===== src/rtl/mux_rr_arbiter.sv =====
// Round-robin owner arbiter for the shared 3-input select mux, with a one-cycle dead gap between owners.
// Define MUX_ARB_TIMEOUT_EN to build the hold counter that forces a handoff after HOLD_MAX grant cycles.
module mux_rr_arbiter #(
   parameter int HOLD_MAX = 8,
   parameter int CNT_W    = 4
) (
   input  logic       clk,
   input  logic       reset,
   input  logic [2:0] req,
   output logic [2:0] grant,
   output logic       s1,
   output logic       s0,
   output logic       busy
);

   typedef enum logic [1:0] {IDLE, GRANT, GAP} state_t;

   state_t     state_q, state_d;
   logic [2:0] grant_q, grant_d;
   logic [1:0] sel_q, sel_d;
   logic       busy_q, busy_d;
   logic [1:0] ptr_q, ptr_d;
   logic       win_vld;
   logic [1:0] win_idx;
   logic [1:0] cand;
   logic       timeout;

`ifdef MUX_ARB_TIMEOUT_EN
   logic [CNT_W-1:0] cnt_q, cnt_d;
   // cnt_q counts completed grant cycles, so the edge ending cycle HOLD_MAX sees HOLD_MAX-1
   assign timeout = (cnt_q == CNT_W'(HOLD_MAX - 1));
`else
   assign timeout = 1'b0;
`endif

   // Search starts one past the last owner, wrapping a->b->c->a
   always_comb begin
      win_vld = 1'b0;
      win_idx = ptr_q;
      cand    = 2'd0;
      for (int k = 1; k <= 3; k++) begin
         cand = 2'((int'(ptr_q) + k) % 3);
         if (!win_vld && req[cand]) begin
            win_vld = 1'b1;
            win_idx = cand;
         end
      end
   end

   always_comb begin
      state_d = state_q;
      grant_d = grant_q;
      sel_d   = sel_q;
      busy_d  = busy_q;
      ptr_d   = ptr_q;
`ifdef MUX_ARB_TIMEOUT_EN
      cnt_d   = cnt_q;
`endif
      case (state_q)
         IDLE, GAP: begin
            if (win_vld) begin
               state_d = GRANT;
               grant_d = 3'b001 << win_idx;
               sel_d   = win_idx;
               busy_d  = 1'b1;
               ptr_d   = win_idx;
`ifdef MUX_ARB_TIMEOUT_EN
               cnt_d   = '0;
`endif
            end else begin
               state_d = IDLE;
               grant_d = 3'b000;
               busy_d  = 1'b0;
            end
         end
         GRANT: begin
            // Other requesters are not looked at here; they wait for the gap
            if (!req[ptr_q] || timeout) begin
               state_d = GAP;
               grant_d = 3'b000;
               busy_d  = 1'b0;
            end else begin
`ifdef MUX_ARB_TIMEOUT_EN
               cnt_d   = cnt_q + 1'b1;
`endif
            end
         end
         default: begin
            state_d = IDLE;
            grant_d = 3'b000;
            busy_d  = 1'b0;
         end
      endcase
   end

   always_ff @(posedge clk) begin
      if (reset) begin
         state_q <= IDLE;
         grant_q <= 3'b000;
         sel_q   <= 2'b00;
         busy_q  <= 1'b0;
         ptr_q   <= 2'd2;
`ifdef MUX_ARB_TIMEOUT_EN
         cnt_q   <= '0;
`endif
      end else begin
         state_q <= state_d;
         grant_q <= grant_d;
         sel_q   <= sel_d;
         busy_q  <= busy_d;
         ptr_q   <= ptr_d;
`ifdef MUX_ARB_TIMEOUT_EN
         cnt_q   <= cnt_d;
`endif
      end
   end

   assign grant = grant_q;
   assign s1    = sel_q[1];
   assign s0    = sel_q[0];
   assign busy  = busy_q;

endmodule


===== config.mk =====
export PLATFORM = sky130hd
export DESIGN_NAME = mux_rr_arbiter
export DESIGN_NICKNAME = d
export VERILOG_FILES = /design/src/rtl/mux_rr_arbiter.sv
export SDC_FILE = /design/constraint.sdc
export NUM_CORES = 1
export LEC_CHECK = 0
export CAP_MARGIN = 40
export CORE_AREA = 2 2 40 42
export CTS_BUF_LIST = sky130_fd_sc_hd__clkbuf_4 sky130_fd_sc_hd__clkbuf_8 sky130_fd_sc_hd__clkbuf_16
export CTS_CLUSTER_DIAMETER = 150
export DETAILED_ROUTE_END_ITERATION = 10
export DIE_AREA = 0 0 42 44
export GPL_ROUTABILITY_DRIVEN = 0
export MAX_ROUTING_LAYER = met4
export PLACE_DENSITY = 0.82
export SETUP_SLACK_MARGIN = 0.2
export SLEW_MARGIN = 20
export SYNTH_ARGS = -nofsm -noshare
export SYNTH_HDL_FRONTEND = slang
export SYNTH_SLANG_ARGS = --single-unit

===== constraint.sdc =====
create_clock -name clk -period 2.2 [get_ports clk]
set_input_delay 0.55 -clock clk [delete_from_list [all_inputs] [get_ports clk]]
set_output_delay 0.55 -clock clk [all_outputs]
set_load 0.005 [all_outputs]

# After elaboration in Yosys (flattened, before gate mapping)
# Index checks and enable logic that the tools add are counted.
dict set report op_classes {
  add_sub_neg 3
  shifts 1
  n_mux 23
  n_eq_ne 3
  n_lt_le_gt_ge 4
  div_mod_pow 3
  reduce_logical 7
}
# cell count
set ops {}
lappend ops {{32-bit by 3-bit remainder unit with 32-bit output (second input constant)} 3}
lappend ops {{2-bit by 3-bit less-than comparator with 1-bit output (second input constant)} 4}
lappend ops {{1-bit 2-to-1 mux} 10}
lappend ops {{1-bit binary-select mux with 2-bit select} 4}
lappend ops {{2-bit 2-to-1 mux} 4}
lappend ops {{2-bit by 2-bit adder with 3-bit output (second input constant)} 2}
lappend ops {{3-bit 2-to-1 mux} 2}
lappend ops {{3-bit one-hot mux with 2 select lines} 1}
lappend ops {{2-bit one-hot mux with 2 select lines} 1}
lappend ops {{2-bit by 1-bit adder with 3-bit output (second input constant)} 1}
lappend ops {{1-bit by 2-bit left shift with 3-bit output (first input constant)} 1}
lappend ops {{2-bit by 1-bit equality test with 1-bit output (second input constant)} 1}
lappend ops {{2-bit equality test (second input constant)} 1}
lappend ops {{1-bit logical AND} 2}
lappend ops {{1-bit zero test} 2}
lappend ops {{2-bit zero test} 1}
lappend ops {{2-bit inequality test (second input constant)} 1}
lappend ops {{1-bit one-hot mux with 2 select lines} 1}
lappend ops {{2-bit AND reduction} 1}
lappend ops {{2-bit OR reduction} 1}
dict set report word_totals {
  out_inout_bits 6
  reg_bits 10
  in_bits 5
  elab_cells 49
}

# Depth between registers and ports, before layout
dict set report depth {
  depth_word 14
  ltp_mapped 8
  ltp_nobuf 7
}

# Worst setup path after synthesis
# No wires, ideal clock.
dict set report synth_path {
  path_type {reg2reg}
  start {register sel_q[0] (netlist name)}
  end {register grant_q[0], in the netlist grant[0]}
  arrival_time_ns 2.113
  synth_period_minus_slack_ns 2.229
  stages_incl_launch_ff 9
  setup_time_ns 0.117
  setup_slack_ns -0.029
  required_ns 2.083
  path_buffers 1
  path_cell_list {dfxtp_1 inv_1 ha_1 buf_6 mux2_4 a222oi_1 nand2_1 a31o_2 a22o_1}
}
# item line
set synth_lines {}
lappend synth_lines {{end signal, assigned} 108} ;# grant_q <= grant_d;
lappend synth_lines {{end, declared} 19} ;# logic [2:0] grant_q, grant_d;

# Worst setup path in the final report
dict set report layout_path {
  start {input req[0]}
  end {register grant_q[0], in the netlist grant[0]}
}
dict set report layout_via {
  elab_chain_cells 12
  word_cells_on_any_way 22
  cone_classes {1 x eq/ne; 1 x shift; 16 x mux; 4 x reduce/logical}
}
# item line
set layout_rtl {}
lappend layout_rtl {{start, declared} 9} ;# input logic [2:0] req,
lappend layout_rtl {{1-bit binary-select mux with 2-bit select} 43} ;# if (!win_vld && req[cand]) begin
lappend layout_rtl {{1-bit 2-to-1 mux (not written as such)} 43}
lappend layout_rtl {{1-bit 2-to-1 mux} 43}
lappend layout_rtl {{1-bit zero test} 43}
lappend layout_rtl {{1-bit logical AND} 43}
lappend layout_rtl {{1-bit 2-to-1 mux} 43}
lappend layout_rtl {{1-bit zero test} 43}
lappend layout_rtl {{1-bit logical AND} 43}
lappend layout_rtl {{2-bit 2-to-1 mux} 43}
lappend layout_rtl {{1-bit by 2-bit left shift with 3-bit output} 63} ;# grant_d = 3'b001 << win_idx;
lappend layout_rtl {{3-bit 2-to-1 mux} 61} ;# if (win_vld) begin
lappend layout_rtl {{3-bit one-hot mux with 2 select lines} 59} ;# case (state_q)
# Parallel ways exist; a longest one is shown, timed or not. The select of a mux whose other input is x is not followed.
# A chain may end at the register's enable or synchronous reset.

==> impl_results.md <==
* Outcome: finished, final reports clean
* Synth area leaders: dfxtp_1 (27%), o21ai_0 (7.5%), a21oi_1 (4.2%)
* Power Density at 1520 nW/um^2
* Worst vdd ir at 0.000970 V
* FILL cells at 121
* HP Class: flop to flop
* CTS H-tree lvls at 1
* Layout Cells excl Fill at 110
* Crit path buffers/inverters at 1
* Critical path arrival at 2190 ps
* Required time of the critical path at 2340 ps
* Slew headroom at 74.8%
* Grt ovf at 0
* Leak at 0.000352 uW
* WS Path Type: primary input to flop
* Die width at 42 um
* CP Capture Type: flop
* Yosys top cell area share at 26.7%
* Worst Max-Slew Pin Slew at 378 ps
* Initial antenna violation count at 0
* DRC viols at 0
* Initial core utilization at 42.3%
* PortBufs at 10
* Crit-path cells: clkdlybuf4s50_1 -> mux2_2 -> a222oi_1 -> nand2_1 -> a31o_4 -> a22o_1
* Final core occ at 58.9%
* RSZ-0062 raised after global routing: true
* Synthesized flop and latch total at 8
* Final Skew at 2.32 ps
* Largest area contributor in the netlist: dfxtp_1
* Distinct cell type count after synthesis at 34
* Max-cap viol count at 0
* Die Y at 44 um
* Vias at 673
* CP max FO at 4
* Clock slew at reported path FFs at 50 ps
* Post-route ant nets at 0
* Synthesized instance count at 75
* DR WL/cell at 14.0 um
* Final #Nets at 102
* Largest net degree at the start of global routing at 14
* CTS buffer count at 3
* Clk_lat worst skew at 250 ps
* Detailed Route Iter0 Violations at 25
* Sink Count at 8
* Net Count, Synth at 82
* Total Power at 1270 uW
* Number of I/O pins at 11
* WP depth at 6
* Ant. Diodes at 0
* Std-Cell Rows at 14
* Synth-to-layout area growth at 39.2%
* Critical path launch point type: primary input
* Slowest stage cell, crit path: clkdlybuf4s50_1
* Final Max Slew Viols at 0
* Vias per cell at 6.12
* CTS tree: built
* Fmax at 488 MHz
* Sequential share of the synthesized area at 26.7%
* Worst hold path depth at 1
* Synthesized cell area at 601 um^2
* First-pass GRT wire length at 2.48 mm
* Fraction of layout cells with a size suffix above 1 at 26.6%
* CP delay by family, top: compound AO/OA/AOI/OAI gates
* Post-CTS Hold Buffers at 0
* Warnings from Yosys at 0
* Average size of a mapped cell at 8.01 um^2
* Die Area at 1850 um^2
* Period utilization at 93.2%
* Tmin final at 2050 ps
* Post-Route WL at 1.54 mm
* Gr usage total at 17.7%
* Cell area after layout at 836 um^2
* HPWL Detailed at 1.03 mm
* Inst Count DP at 103
* DR pass1 iterations at 6
* CTS Buffer Depth at 2
* Vias in the first global route at 563
* Core outline area at 1420 um^2
* Hold Fails Final Rpt at 0
* CP max stage delay at 450 ps
* Post-DP Area at 762 um^2
* Clock root cell: clkbuf_4
* Reg2Reg Depth at 7
* Final setup violation count at 0
final timing paths:
check,slack [ps],to,start
worst min register to register,460,state_q[1],state_q[1]
worst min-delay path,460,state_q[1],state_q[1]
worst max register to register,170,grant[0],sel_q[0]
worst max-delay path,150,grant[0],req[0]
registers in the layout, summed over array words and instances (netlist names):
signal and cells:
grant 3, sel_q 2, state_q 2, ptr_q 1
routing by layer:
metal	up-vias	global-route usage [%]	part of all wire, %
met2	36	27.2	50
met5	-	-	0
met4	0	3.87	0
met3	0	5.00	6.9
met1	315	23.1	43
li1	322	-	-
synth_stat cells:
cell type  n
a211oi_1   1
a22o_1     2
mux2_4     1
o32ai_1    1
a31oi_1    3
a21oi_1    5
mux2_2     1
o21ai_0    9
nand2_1    6
nand3_1    1
or2_2      1
dfxtp_1    8
buf_2      4
maj3_1     1
o21a_1     1
nand2b_1   1
nor4b_1    1
a211o_1    1
clkbuf_2   1
nor2b_1    1
nor4_1     1
inv_1      6
a32oi_1    1
buf_6      1
a311oi_1   1
nor4bb_1   2
a31o_2     2
nor2_1     1
nand3b_1   3
ha_1       2
and3b_1    1
a222oi_1   1
mux2i_1    1
nor3_1     2
repair_timing:
item | in CTS | in global routing
gates resized for setup | 0 | 5
pin swaps | 2 | 3
setup buffers | 2 | 1
gates cloned | 0 | 0
setup endpoints to repair | 6 | 6
through the flow:
stage	setup slack, ps	hold slack (ps)	TNS (ps)
final	149	459	0
after global routing	89.3	489	0
after CTS	159	449	0
after detailed placement	-84.5	441	-119
after global placement	-23.7	424	-23.7
after floorplan	207	412	0
layout make-up:
cell class	count	area (um^2)	share of cell area, %
Multi-Input combinational cell	55	408	48.8
Timing Repair Buffer	21	188	22.5
Sequential cell	8	168	20.1
Clock buffer	4	30.0	3.59
Inverter	6	22.5	2.69
Tap cell	16	20.0	2.40
layout by cell type, fill, tap and decap left out, types with 2 or more instances in the layout:
cell / n
a21oi_1: 5
a22o_1: 2
a31oi_1: 3
buf_4: 11
clkbuf_4: 4
clkdlybuf4s50_1: 8
dfxtp_1: 6
dfxtp_4: 2
dlymetal6s2s_1: 2
inv_1: 5
nand2_1: 6
nand3b_1: 3
nor3_1: 2
nor4bb_1: 2
o21ai_0: 9
kinds of logic (layout without fill, tap and decap cells):
group	Yosys count	count (layout)	synth area share, %
AO/OA/AOI/OAI	28	28	30.6
AND/OR/NAND/NOR	21	21	21.0
buffers and inverters	12	31	9.79
flip-flops	8	8	26.7
adder cells (fa/ha/maj)	3	3	5.83
multiplexers	3	3	6.04
power by group:
part	internal, uW	total (uW)	switching (uW)
clock network	81.7	131	49.8
logic	472	877	406
registers	214	262	48.2
No activity file was read; power rests on OpenSTA's default activity.
